===== src/rtl/squeeznext_stall_pkg.sv =====
// rtl/squeeznext_stall_pkg.sv - shared FSM state type and default thresholds for the layer stall controller
package squeeznext_stall_pkg;

    typedef enum logic [1:0] {
        ST_RUN   = 2'd0,
        ST_STALL = 2'd1,
        ST_HOLD  = 2'd2
    } stall_state_t;

    localparam int DEF_DEPTH   = 512;
    localparam int DEF_CNT_W   = 10;
    localparam int DEF_HI_TH   = 480;
    localparam int DEF_LO_TH   = 256;
    localparam int DEF_MIN_RUN = 16;
    localparam int DEF_STAT_W  = 32;

endpackage


===== src/rtl/layer_stall_ctrl_if.sv =====
// rtl/layer_stall_ctrl_if.sv - buffer events, gate requests and status of the layer stall controller
interface layer_stall_ctrl_if #(
    parameter int CNT_W  = 10,
    parameter int STAT_W = 32
);
    logic              wr_push;
    logic              rd_pop;
    logic              force_run;
    logic              CLK_EN;
    logic              CLK_Dis;
    logic              stalled;
    logic [CNT_W-1:0]  occupancy;
    logic              err;
    logic [STAT_W-1:0] stall_cycles;

    modport master (
        output wr_push, rd_pop, force_run,
        input  CLK_EN, CLK_Dis, stalled, occupancy, err, stall_cycles
    );

    modport slave (
        input  wr_push, rd_pop, force_run,
        output CLK_EN, CLK_Dis, stalled, occupancy, err, stall_cycles
    );
endinterface


===== src/rtl/stall_occ_counter.sv =====
// rtl/stall_occ_counter.sv - inter-layer buffer word count with sticky overflow/underflow flag
module stall_occ_counter #(
    parameter int DEPTH = 512,
    parameter int CNT_W = 10
) (
    input  logic             clk,
    input  logic             rst,
    input  logic             push,
    input  logic             pop,
    output logic [CNT_W-1:0] occupancy,
    output logic             err
);
    logic [CNT_W-1:0] occ_q;
    logic             err_q;

    // Simultaneous push and pop cancel, so they never flag an error even at full or empty.
    always_ff @(posedge clk) begin
        if (rst) begin
            occ_q <= '0;
            err_q <= 1'b0;
        end else begin
            case ({push, pop})
                2'b10: begin
                    if (occ_q == CNT_W'(DEPTH)) err_q <= 1'b1;
                    else                         occ_q <= occ_q + CNT_W'(1);
                end
                2'b01: begin
                    if (occ_q == '0) err_q <= 1'b1;
                    else             occ_q <= occ_q - CNT_W'(1);
                end
                default: ;
            endcase
        end
    end

    assign occupancy = occ_q;
    assign err       = err_q;
endmodule


===== src/rtl/layer_stall_ctrl.sv =====
// rtl/layer_stall_ctrl.sv - producer clock-gate stall FSM; LAYER_STALL_CTRL_STATS_EN enables the stall cycle counter
module layer_stall_ctrl
    import squeeznext_stall_pkg::*;
#(
    parameter int DEPTH   = DEF_DEPTH,
    parameter int CNT_W   = DEF_CNT_W,
    parameter int HI_TH   = DEF_HI_TH,
    parameter int LO_TH   = DEF_LO_TH,
    parameter int MIN_RUN = DEF_MIN_RUN,
    parameter int STAT_W  = DEF_STAT_W
) (
    input  logic             clk,
    input  logic             rst,
    layer_stall_ctrl_if.slave bus
);
    localparam int HOLD_W = $clog2(MIN_RUN + 1);

    if (!(LO_TH < HI_TH && HI_TH <= DEPTH && MIN_RUN >= 1 && (1 << CNT_W) > DEPTH)) begin : g_bad_params
        $error("layer_stall_ctrl: illegal parameter set");
    end

    logic [CNT_W-1:0]  occ;
    logic              occ_err;
    stall_state_t      state_q, state_d;
    logic [HOLD_W-1:0] hold_q, hold_d;
    logic              en_q, en_d;
    logic              dis_q, dis_d;

    stall_occ_counter #(
        .DEPTH (DEPTH),
        .CNT_W (CNT_W)
    ) u_occ (
        .clk       (clk),
        .rst       (rst),
        .push      (bus.wr_push),
        .pop       (bus.rd_pop),
        .occupancy (occ),
        .err       (occ_err)
    );

    always_ff @(posedge clk) begin
        if (rst) begin
            state_q <= ST_RUN;
            hold_q  <= '0;
            en_q    <= 1'b0;
            dis_q   <= 1'b0;
        end else begin
            state_q <= state_d;
            hold_q  <= hold_d;
            en_q    <= en_d;
            dis_q   <= dis_d;
        end
    end

    // Decisions use the registered count, so each gate pulse lands one cycle after its trigger is visible.
    always_comb begin
        state_d = state_q;
        hold_d  = hold_q;
        en_d    = 1'b0;
        dis_d   = 1'b0;
        case (state_q)
            ST_RUN: begin
                if (occ >= CNT_W'(HI_TH) && !bus.force_run) begin
                    dis_d   = 1'b1;
                    state_d = ST_STALL;
                end
            end
            ST_STALL: begin
                if (occ <= CNT_W'(LO_TH) || bus.force_run) begin
                    en_d    = 1'b1;
                    hold_d  = HOLD_W'(MIN_RUN);
                    state_d = ST_HOLD;
                end
            end
            ST_HOLD: begin
                // A full buffer cannot wait out the minimum run time.
                if (occ == CNT_W'(DEPTH) && !bus.force_run) begin
                    dis_d   = 1'b1;
                    hold_d  = '0;
                    state_d = ST_STALL;
                end else if (hold_q <= HOLD_W'(1)) begin
                    hold_d  = '0;
                    state_d = ST_RUN;
                end else begin
                    hold_d  = hold_q - HOLD_W'(1);
                end
            end
            default: begin
                hold_d  = '0;
                state_d = ST_RUN;
            end
        endcase
    end

    // Reset forces the gate open immediately and hides any pulse left over from before it.
    assign bus.CLK_EN    = en_q | rst;
    assign bus.CLK_Dis   = dis_q & ~rst;
    assign bus.stalled   = (state_q == ST_STALL) & ~rst;
    assign bus.occupancy = occ;
    assign bus.err       = occ_err;

`ifdef LAYER_STALL_CTRL_STATS_EN
    logic [STAT_W-1:0] stall_q;

    always_ff @(posedge clk) begin
        if (rst) begin
            stall_q <= '0;
        end else if (state_q == ST_STALL && stall_q != '1) begin
            stall_q <= stall_q + STAT_W'(1);
        end
    end

    assign bus.stall_cycles = stall_q;
`else
    assign bus.stall_cycles = '0;
`endif
endmodule


===== src/flat_wrapper.sv =====
// flat-port wrapper written by rule: the top's interface ports become plain ports
module layer_stall_ctrl_flat import squeeznext_stall_pkg::*;
#(
    parameter int DEPTH   = DEF_DEPTH,
    parameter int CNT_W   = DEF_CNT_W,
    parameter int HI_TH   = DEF_HI_TH,
    parameter int LO_TH   = DEF_LO_TH,
    parameter int MIN_RUN = DEF_MIN_RUN,
    parameter int STAT_W  = DEF_STAT_W
)
  (clk, rst, bus_wr_push, bus_rd_pop, bus_force_run, bus_CLK_EN, bus_CLK_Dis, bus_stalled, bus_occupancy, bus_err, bus_stall_cycles);
  layer_stall_ctrl_if #(.CNT_W(CNT_W), .STAT_W(STAT_W)) bus_i ();
  input  logic clk;
  input  logic rst;
  input wire logic [$bits(bus_i.wr_push)-1:0] bus_wr_push;
  input wire logic [$bits(bus_i.rd_pop)-1:0] bus_rd_pop;
  input wire logic [$bits(bus_i.force_run)-1:0] bus_force_run;
  output wire logic [$bits(bus_i.CLK_EN)-1:0] bus_CLK_EN;
  output wire logic [$bits(bus_i.CLK_Dis)-1:0] bus_CLK_Dis;
  output wire logic [$bits(bus_i.stalled)-1:0] bus_stalled;
  output wire logic [$bits(bus_i.occupancy)-1:0] bus_occupancy;
  output wire logic [$bits(bus_i.err)-1:0] bus_err;
  output wire logic [$bits(bus_i.stall_cycles)-1:0] bus_stall_cycles;
  assign bus_i.wr_push = bus_wr_push;
  assign bus_i.rd_pop = bus_rd_pop;
  assign bus_i.force_run = bus_force_run;
  assign bus_CLK_EN = bus_i.CLK_EN;
  assign bus_CLK_Dis = bus_i.CLK_Dis;
  assign bus_stalled = bus_i.stalled;
  assign bus_occupancy = bus_i.occupancy;
  assign bus_err = bus_i.err;
  assign bus_stall_cycles = bus_i.stall_cycles;
  layer_stall_ctrl #(.DEPTH(DEPTH), .CNT_W(CNT_W), .HI_TH(HI_TH), .LO_TH(LO_TH), .MIN_RUN(MIN_RUN), .STAT_W(STAT_W)) u_core (.clk(clk), .rst(rst), .bus(bus_i));
endmodule

===== config.mk =====
export PLATFORM = sky130hd
export DESIGN_NAME = layer_stall_ctrl_flat
export DESIGN_NICKNAME = d
export VERILOG_FILES = /design/src/rtl/squeeznext_stall_pkg.sv /design/src/rtl/layer_stall_ctrl_if.sv /design/src/rtl/stall_occ_counter.sv /design/src/rtl/layer_stall_ctrl.sv /design/src/flat_wrapper.sv
export SDC_FILE = /design/constraint.sdc
export NUM_CORES = 1
export LEC_CHECK = 0
export CORE_AREA = 2 2 85 87
export DETAILED_ROUTE_END_ITERATION = 10
export DIE_AREA = 0 0 87 89
export PLACE_DENSITY_LB_ADDON = 0.25
export SYNTH_ARGS = -nofsm -noshare
export SYNTH_HDL_FRONTEND = slang
export SYNTH_HIERARCHICAL = 1
export SYNTH_SLANG_ARGS = --single-unit

===== constraint.sdc =====
create_clock -name clk -period 2.5 [get_ports clk]
set_input_delay 0.25 -clock clk [delete_from_list [all_inputs] [get_ports clk]]
set_output_delay 0.25 -clock clk [all_outputs]
set_load 0.03 [all_outputs]

* After elaboration in Yosys (flattened, before gate mapping)
Index checks and enable logic that the tools add are counted. Widths: inputs -> output; s select.
Storage, ports and cells: bits in registers 20, bits of input ports 5, output and inout port bits 46, logic and storage cells 61
Operators by class: $add $sub $neg 3, magnitude comparators 3, eq/ne operators 12, multiplexer cells 19, bitwise operators 6, reductions and logical operators 12
Operators by type and width (count):
- $mux 10 | 2
- $pmux 10 s2 | 1
- $mux 5 | 3
- $pmux 5 s3 | 1
- $add 10x1->10 const B | 1
- $eq 10x10->1 const B | 1
- $ge 10x9->1 const B | 1
- $le 10x9->1 const B | 1
- $logic_not 10->1 | 1
- $sub 10x1->10 const B | 1
- $reduce_and 3->1 | 3
- $mux 2 | 4
- $ne 2x1->1 const B | 3
- $ne 2x2->1 const B | 3
- $pmux 2 s3 | 1
- $le 5x1->1 const B | 1
- $mux 1 | 5
- $sub 5x1->5 const B | 1
- $eq 2x1->1 const B | 2
- $eq 2x2->1 const B | 2
- $pmux 1 s2 | 2
- $ne 3x1->1 const B | 1
- $not 1->1 | 3
- $and 1x1->1 | 2
- 8 further kinds | 9

* Depth between registers and ports, before layout
word-level depth 4, gate-level depth with buffers 11, depth with buffers taken out 9

* Cells and area by module
The synthesis kept the hierarchy.
Modules (own cells, without submodules):
- stall_occ_counter | instances 1, cells each 134, area each 1084.8 µm², sequential area each 220.2 µm²
- layer_stall_ctrl | instances 1, cells each 110, area each 928.4 µm², sequential area each 180.2 µm²

* Worst setup path before layout
Ideal clock, no wire load.
path type input to register, start in bus_wr_push, end reg u_core.u_occ.occ_q[4] (netlist: u_core/u_occ/occupancy[4]), library setup time 0.121 ns, data arrival time 2.519 ns, data required time 2.379 ns, slack -0.140 ns, cell stages on the path 11, path buffers 2, cell sequence inv_1 ha_1 clkbuf_1 clkbuf_1 xor2_1 ha_1 or3_1 a21oi_1 o21ai_0 a21oi_1 mux2_2
Between the ends: longest elaborated chain between the ends 3, elaborated cells on any way between the ends 7, classes of those cells eq/ne: 4; mux: 1; reduce/logical: 2
RTL lines:
- start, declared | line flat_wrapper.sv:15 | input wire logic [$bits(bus_i.wr_push)-1:0] bus_wr_push;
- $eq 2x2->1 or $eq 2x1->1 (tied branches) | line stall_occ_counter.sv:22 | case ({push, pop})
- $ne 2x2->1 (no line) or $reduce_bool 2->1 (tied branches)
- $reduce_and 3->1 (no line)
- end signal, assigned | line stall_occ_counter.sv:25 | else occ_q <= occ_q + CNT_W'(1);
- end signal, assigned | line stall_occ_counter.sv:29 | else occ_q <= occ_q - CNT_W'(1);
- end, declared | line stall_occ_counter.sv:13 | logic [CNT_W-1:0] occ_q;
Several ways; a longest one is shown, not always the timed one. A chain may end at the register's enable or synchronous reset.

* Final worst setup path
start in bus_wr_push, end reg u_core.u_occ.occ_q[8] (netlist: u_core/u_occ/occupancy[8])
The elaborated chain is that of the path after synthesis.

==> impl_metrics.ini <==
[detailed_routing]
ant_nets = 0
routedWlPerCell_um = 13.26
drt_iter0_drc = 93
num_vias = 1754
routed_wl_mm = 4.786
first_pass_iters = 4
vias_per_cell = 4.859
drc_errors = 0

[placement]
dp.cells = 354
dpl_worst_slack_ns = -0.3645
dp_hpwl_mm = 3.512
gp_congestion = 0.8381
port_buffers = 18
placed_area_sq_um = 2303

[synthesis]
yosys.area.top_type = dfxtp_1
syn_area_per_cell_sq_um = 8.251
synth-edff-count = 0
ys_seq_area_share_pct = 19.89
yosys_warnings = 6
synth_flop_cell = dfxtp_1
synthArstFlopShare_pct = 0
synth_top_area_share_pct = 19.89
syn_area_sq_um = 2013
synth_cell_types = 66
synth-seq-cells = 20
netlist_instances = 244
synth.area.top_cells = dfxtp_1 20%, buf_4 12%, ha_1 7.5%

[layout]
diodes = 0
layout_common_cells = 32 x conb_1, 31 x buf_4, 20 x dfxtp_1
syn2layout_area_growth_pct = 20.70
stdcell_area_sq_um = 2430
fin_util_pct = 36.16
final_common_cell = conb_1
stdcell_count = 361
nets = 299
fillers = 723
drive_gt1_share_pct = 22.78

[sta]
rsz0062_at_grt = no
fmax_mhz = 422.3
fin_crit_ns = 2.368
setup_ws_ns = 0.1320
finClkSkew_ns = 0.005738
finalSetupViolCount = 0
tns_ns = 0
report.final.slew_viol_count = 0
fin_crit_sh_pct = 94.72
finalHoldViolCount = 0

[floorplan]
dieHeight_um = 89
initial_core_util_pct = 29.96
dieArea_sq_um = 7743
die_w_um = 87
fp-row-count = 30
io_pins = 51
core_area_sq_um = 6719

[run_status]
status = finished clean

[power]
p_leak_nw = 1.063
ir_drop_mv = 0.2926
cellPowerDensity_nw_per_um2 = 581.4

[grt]
antenna_found_initial = 0
grt_pass1_vias = 1648
overflow = 0
grt_start_max_net_pins = 26
grt_usage_pct = 12.56
grt_pass1_wl_mm = 7.879

[critical_path]
crit_type = input port to register
cp_max_fo = 10
cp-start-kind = input port
cp.required_ns = 2.66
arrival_ns = 2.52
cp-end-kind = register

[cts]
htree_levels = 1
cts_root_buffer = clkbuf_8
cts_tree = done
cts_sinks = 20
cts_made_buffers = 3
clkLatencyLatePin_ns = 0.27
path_clk_slew_ns = 0.09
cts_buffer_depth = 2

[run]
max-cap-violations = 0

[hold_path]
hp-class = register to register
==> timing repair <==
action | 4_1_cts | 5_1_grt
buffers inserted | 0 | 3
setup endpoints to repair | 3 | 4
hold buffers | 0 | 0
resized for setup | 1 | 6
pin swaps | 0 | 0
==> worst max-delay path: stages <==
cell,delay (ns)
clkdlybuf4s50_1,0.41
inv_1,0.11
ha_4,0.21
or4b_2,0.64
mux2_2,0.29
o32ai_2,0.24
nor4_1,0.08
a221o_1,0.27
==> path summary, 6_finish.rpt <==
kind / startpoint / slack (ns) / end / depth (start not counted)
worst min-delay path: u_core/state_q[1] / 0.51 / u_core/state_q[1] / 2
worst max-delay path: bus_wr_push / 0.13 / u_core/u_occ/occupancy[8] / 8
worst min register to register: u_core/state_q[1] / 0.51 / u_core/state_q[1] / 2
worst max register to register: u_core/u_occ/occupancy[1] / 0.28 / u_core/u_occ/occupancy[7] / 6
==> cell usage after synthesis (4+ instances only) <==
library cell and count:
clkbuf_1 9, o21ai_0 6, or3_1 5, nor2b_1 11, dfxtp_1 20, a21oi_1 16
buf_4 32, nand3_1 5, nor3_1 4, mux2i_1 6, nand2_1 8, nor4_1 5
nor2_1 15, ha_1 12, mux2_2 4, inv_1 10
==> per-stage QoR <==
step / hold slack, ns / total power [W]
final: 0.5126 / 0.001413
after global routing: 0.5523 / 0.001509
after CTS: 0.5198 / 0.001420
after detailed placement: 0.5049 / 0.001064
after global placement: 0.4916 / 0.001063
after floorplan: 0.3738 / 0.0009115
==> report_power, final <==
group,leakage [nW],total [W],internal (W),switching [W]
Sequential,0.163,0.000403,0.000352,0.0000507
Clock,0.0357,0.000339,0.000214,0.000125
Combinational,0.864,0.000671,0.000288,0.000383
==> flip-flops by register name (all words and copies together) (netlist names) <==
name                    flops
u_core/dis_q                1
u_core/en_q                 1
u_core/hold_q               5
u_core/state_q              2
u_core/u_occ/err            1
u_core/u_occ/occupancy     10
==> layer usage <==
layer,up-vias,wire length (um),global-route usage [%]
li1,891,-,-
met1,822,2289,16.44
met2,39,2285,21.44
met3,2,186,2.678
met4,0,25,2.415
met5,-,0,0
==> cells by family (layout without fill, tap and decap cells) <==
family	Yosys count	after routing	synth area share [%]
compound gates	53	53	20.82
mux	10	10	5.221
xor+xnor	5	5	2.176
other cells	1	32	0.1863
fa+ha+maj	12	12	7.458
flops	20	20	19.89
simple gates	85	85	26.48
buf+inv	58	64	17.77
==> layout make-up <==
cell class / instances / area, sq um / share of cell area [%]
Sequential cell: 20 / 400.4 / 16.48
Timing Repair Buffer: 49 / 412.9 / 16.99
Multi-Input combinational cell: 197 / 1404 / 57.78
Clock inverter: 1 / 30.03 / 1.236
Inverter: 11 / 41.29 / 1.699
Tap cell: 80 / 100.1 / 4.119
Clock buffer: 3 / 41.29 / 1.699
Power figures use the tool's default switching activity.
